`src/rtl/store_buffer.sv`:
```
// Store buffer between the core's memory stage and a slow data bus.
// Define STORE_BUFFER_FWD_EN to let loads forward from buffered stores.
module store_buffer #(
  parameter int DEPTH = 4,
  parameter int AW    = 32,
  parameter int DW    = 32
) (
  input  logic                     clk,
  input  logic                     reset,
  input  logic                     MemWrite,
  input  logic                     MemRead,
  input  logic [AW-1:0]            ALUResult,
  input  logic [DW-1:0]            WriteData,
  output logic [DW-1:0]            ReadData,
  output logic                     Stall,
  output logic                     bus_req,
  output logic                     bus_we,
  output logic [AW-1:0]            bus_addr,
  output logic [DW-1:0]            bus_wdata,
  input  logic                     bus_ready,
  input  logic [DW-1:0]            bus_rdata,
  input  logic                     bus_rvalid,
  output logic [2:0]               dbg_state,
  output logic [$clog2(DEPTH):0]   dbg_count
);

  localparam int PW = $clog2(DEPTH);
  localparam int WA = AW - 2;

  typedef enum logic [2:0] {
    IDLE    = 3'd0,
    DRAIN   = 3'd1,
    RD_REQ  = 3'd2,
    RD_WAIT = 3'd3,
    RD_DONE = 3'd4
  } state_t;

  logic [WA-1:0] q_addr [DEPTH];
  logic [DW-1:0] q_data [DEPTH];
  logic [PW-1:0] head, tail;
  logic [PW:0]   count;
  state_t        state, state_nxt;
  logic [WA-1:0] ld_addr;
  logic [DW-1:0] rd_q;

  logic          is_load, full, draining, pop, push, hit, load_miss;
  logic [DW-1:0] fwd_data;
  logic          unused_addr_lsbs;

  // Bus handshake: a transfer happens in a cycle where bus_req and bus_ready
  // are both high; bus_rvalid later returns read data once per read.
  assign is_load   = MemRead & ~MemWrite;
  assign full      = (count == (PW+1)'(DEPTH));
  assign draining  = ((state == IDLE) || (state == DRAIN)) && (count != '0);
  assign pop       = draining & bus_ready;
  assign push      = MemWrite && ((state == IDLE) || (state == RD_DONE)) && (!full || pop);
  assign load_miss = (state == IDLE) && is_load && !hit;

  assign unused_addr_lsbs = ^ALUResult[1:0];

`ifdef STORE_BUFFER_FWD_EN
  logic [PW-1:0] fwd_idx;

  // Scan oldest to youngest so the youngest matching entry wins.
  always_comb begin
    hit      = 1'b0;
    fwd_data = '0;
    fwd_idx  = '0;
    for (int k = 0; k < DEPTH; k++) begin
      fwd_idx = head + PW'(k);
      if (((PW+1)'(k) < count) && (q_addr[fwd_idx] == ALUResult[AW-1:2]) &&
          (state == IDLE) && is_load) begin
        hit      = 1'b1;
        fwd_data = q_data[fwd_idx];
      end
    end
  end
`else
  assign hit      = 1'b0;
  assign fwd_data = '0;
`endif

  always_comb begin
    state_nxt = state;
    Stall     = 1'b0;
    ReadData  = rd_q;
    bus_req   = 1'b0;
    bus_we    = 1'b0;
    bus_addr  = '0;
    bus_wdata = '0;
    if (draining) begin
      bus_req   = 1'b1;
      bus_we    = 1'b1;
      bus_addr  = {q_addr[head], 2'b00};
      bus_wdata = q_data[head];
    end
    case (state)
      IDLE: begin
        if (MemWrite) begin
          Stall = full & ~pop;
        end else if (hit) begin
          ReadData = fwd_data;
        end else if (load_miss) begin
          // An already empty buffer has nothing to drain, so go straight to the read.
          Stall     = 1'b1;
          state_nxt = (count != '0) ? DRAIN : RD_REQ;
        end
      end
      DRAIN: begin
        Stall = 1'b1;
        if (count == '0) state_nxt = RD_REQ;
      end
      RD_REQ: begin
        Stall     = 1'b1;
        bus_req   = 1'b1;
        bus_we    = 1'b0;
        bus_addr  = {ld_addr, 2'b00};
        bus_wdata = '0;
        if (bus_ready) state_nxt = RD_WAIT;
      end
      RD_WAIT: begin
        Stall = 1'b1;
        if (bus_rvalid) state_nxt = RD_DONE;
      end
      RD_DONE: state_nxt = IDLE;
      default: state_nxt = IDLE;
    endcase
  end

  always_ff @(posedge clk or negedge reset) begin
    if (!reset) begin
      head    <= '0;
      tail    <= '0;
      count   <= '0;
      state   <= IDLE;
      ld_addr <= '0;
      rd_q    <= '0;
    end else begin
      head  <= head + PW'(pop);
      tail  <= tail + PW'(push);
      count <= count + (PW+1)'(push) - (PW+1)'(pop);
      state <= state_nxt;
      if (load_miss) ld_addr <= ALUResult[AW-1:2];
      if ((state == RD_WAIT) && bus_rvalid) rd_q <= bus_rdata;
    end
  end

  // Entry storage needs no reset; validity is tracked by head/count.
  always_ff @(posedge clk) begin
    if (push) begin
      q_addr[tail] <= ALUResult[AW-1:2];
      q_data[tail] <= WriteData;
    end
  end

  assign dbg_state = state;
  assign dbg_count = count;

endmodule
```
`config.mk`:
```
export PLATFORM = sky130hd
export DESIGN_NAME = store_buffer
export DESIGN_NICKNAME = d
export VERILOG_FILES = /design/src/rtl/store_buffer.sv
export SDC_FILE = /design/constraint.sdc
export NUM_CORES = 1
export LEC_CHECK = 0
export CAP_MARGIN = 10
export CORE_MARGIN = 4
export CORE_UTILIZATION = 35
export DETAILED_ROUTE_END_ITERATION = 10
export HOLD_SLACK_MARGIN = 0.06
export PLACE_DENSITY = 0.7
export SYNTH_ARGS = -nofsm -noshare
export SYNTH_HDL_FRONTEND = slang
export SYNTH_SLANG_ARGS = --single-unit
```
`constraint.sdc`:
```
create_clock -name clk -period 6.55 [get_ports clk]
set_clock_uncertainty 0.1 [all_clocks]
set_input_delay 1.31 -clock clk [delete_from_list [all_inputs] [get_ports clk]]
set_output_delay 1.31 -clock clk [all_outputs]
set_load 0.005 [all_outputs]
```
==> results.yml <==
sta:
  worstMarginPinSlew_ns: 1.08
  hold_viol: 0
  max_freq_ghz: 0.222
  min_period_ns: 4.51
  slew_headroom: 0.278
  slew_violations: 0
  rsz0062_at_grt: "no"
  setup_tns_ns: 0
  finalCritPeriodShare: 0.689
  setup_viol: 0
drt:
  drtAntennaViolNets: 0
  routedWlPerCell_um: 20.7
  drt_iter0_drc: 332
  firstDrtPassIters: 5
  num_vias: 6305
  totalWireLength_um: 26500
  drc: 0
  via_per_inst: 4.92
floorplanning:
  die_y_um: 196
  ioPinCount: 207
  initial_utilization: 0.355
  die-width_um: 196
  row_count: 68
  core_mm2: 0.0346
  die-area_mm2: 0.0382
finish:
  final_cell_mix: "edfxtp_1 (248), clkdlybuf4s50_1 (201), dfrtp_1 (70)"
  mostFrequentLayoutCell: "edfxtp_1"
  instances_no_fill: 1281
  post-route-cell-area_mm2: 0.0160
  drive_gt1_frac: 0.232
  final_nets: 907
  syn_to_final_growth_pct: 30.0
critical_path:
  critical_path_class: "flip-flop to output pin"
  path_depth: 4
  slowest_delay_ns: 0.78
  path_delay_family: "buffers and inverters"
  critPathMaxFanout: 26
  critPathLaunchType: "flip-flop"
  arrival_ns: 3.10
  critPathBufInv: 2
  required_ns: 5.14
  crit_chain: "buf_4 -> mux4_2 -> a22o_1 -> clkdlybuf4s50_1"
  cp_slowest_cell: "dfrtp_4"
  worstRegToRegCells: 4
  end_kind: "output pin"
hold_path:
  whs_path_depth: 1
  hold_path.class: "flip-flop to flip-flop"
global_routing:
  use_met1: 0.169
  grt_pass1_vias: 6915
  antenna_found_initial: 0
  gr-usage-all-layers: 0.137
  grt-ovfl-total: 0
  grtUsageMet2: 0.241
  grt_first_pass_wirelength_um: 40900
  busiest_layer: "met2"
  grt_max_degree: 73
  globalRouteMet3Util: 0.0317
placement:
  place_area_mm2: 0.0149
  hpwl_um: 15200
  io_buffers: 202
  gp_congestion: 0.715
  dpl.cell_count: 1217
cts:
  cts_buffer_depth: 3
  cts_setup_buffers: 0
  root_buffer: "clkbuf_16"
  htree_levels: 2
  cts.sinks: 320
  worstSkewPairLatency_ns: 0.50
  cts_buffers: 36
  clk_pin_slew_ns: 0.06
  hold_buffers: 0
  cts_repair_resize_count: 0
  cts_tree: "built"
synth:
  synth-seq-cells: 320
  synth.distinct_cells: 37
  syn_avg_cell_area_um2: 21.1
  yosys_warnings: 0
  syn_inst: 584
  synth_area_mm2: 0.0123
  yosysSeqAreaShare: 0.751
run:
  drv_cap: 0
outcome:
  status: "finished clean"
power_and_ir_drop:
  p_total_w: 0.00711
  powerDensity_mw_per_mm2: 444
  p_leak_nw: 5.48
  ir_drop_mv: 0.291
## registers in the layout, summed over array words and instances (netlist names)
| name | cells |
|---|---|
| dbg_count | 3 |
| head | 2 |
| rd_q | 32 |
| q_addr | 120 |
| tail | 2 |
| q_data | 128 |
| ld_addr | 30 |
| dbg_state | 3 |
## power breakdown
group | switching, W | total [W] | internal [W]
Sequential | 0.000307 | 0.00288 | 0.00257
Combinational | 0.000877 | 0.00235 | 0.00148
Clock | 0.000762 | 0.00188 | 0.00112
## per-stage QoR
step                      setup WS, ns  hold slack (ns)  utilization
after floorplan                   1.39            0.359            -
after global placement            2.10            0.371        0.430
after detailed placement          2.08            0.380        0.430
after CTS                         1.89            0.392        0.462
after global routing              1.78            0.414        0.462
final                             2.04            0.388        0.462
## per-layer routing
layer,wire [um],vias to the layer above
met3,1420,46
met5,0,-
li1,-,2786
met1,10500,3317
met4,638,0
met2,13900,156
## logic make-up (layout without fill, tap and decap cells)
kind of cell | Yosys count | after routing | share of synthesized area
other | 1 | 3 | 0.000305
adders and majority gates | 5 | 5 | 0.00569
and+or+nand+nor | 52 | 52 | 0.0269
AOI/OAI and AO/OA | 38 | 38 | 0.0270
DFF | 320 | 320 | 0.751
buffers and inverters | 40 | 280 | 0.0157
xor gates and xnor gates | 4 | 4 | 0.00285
muxes | 124 | 124 | 0.170
## worst paths after layout
check,end,startpoint,slack (ns)
min reg2reg,ld_addr[4],ld_addr[4],0.39
min,ld_addr[4],ld_addr[4],0.39
max,bus_addr[8],head[0],2.04
max reg2reg,q_data[2][19],dbg_state[2],3.43
min in group asynchronous,rd_q[16],reset,0.88
max in group asynchronous,head[0],reset,4.72
## synthesized netlist by cell type, drive strengths merged
cell / n / area [um2]
or2: 2 / 12.5
xnor2: 1 / 8.76
conb: 1 / 3.75
nor2b: 1 / 6.26
clkbuf: 14 / 52.6
and3: 1 / 6.26
o31ai: 1 / 7.51
o32a: 2 / 20.0
nor3b: 3 / 32.5
nand4b: 1 / 8.76
nand2b: 1 / 6.26
nor2: 3 / 11.3
fa: 1 / 20.0
mux4: 62 / 1400
buf: 20 / 118
a21oi: 3 / 15.0
nand2: 1 / 3.75
nand4: 1 / 6.26
a311o: 1 / 20.0
mux2: 62 / 698
a211oi: 1 / 7.51
edfxtp: 248 / 7450
ha: 4 / 50.1
a22o: 30 / 263
dfrtp: 72 / 1800
nor3: 4 / 20.0
and2: 33 / 206
inv: 6 / 22.5
xor2: 3 / 26.3
or3b: 1 / 11.3
## final cells by class
| cell class | instances | area, um2 |
|---|---|---|
| antenna | 1 | 2.50 |
| clock buffer | 47 | 963 |
| clock inverter | 16 | 135 |
| fill | 2922 | 18600 |
| inverter | 6 | 22.5 |
| multi-input combinational | 225 | 2920 |
| sequential | 320 | 9260 |
| tap | 455 | 569 |
| timing repair buffer | 211 | 2120 |
(Power assumes the default switching activity.)
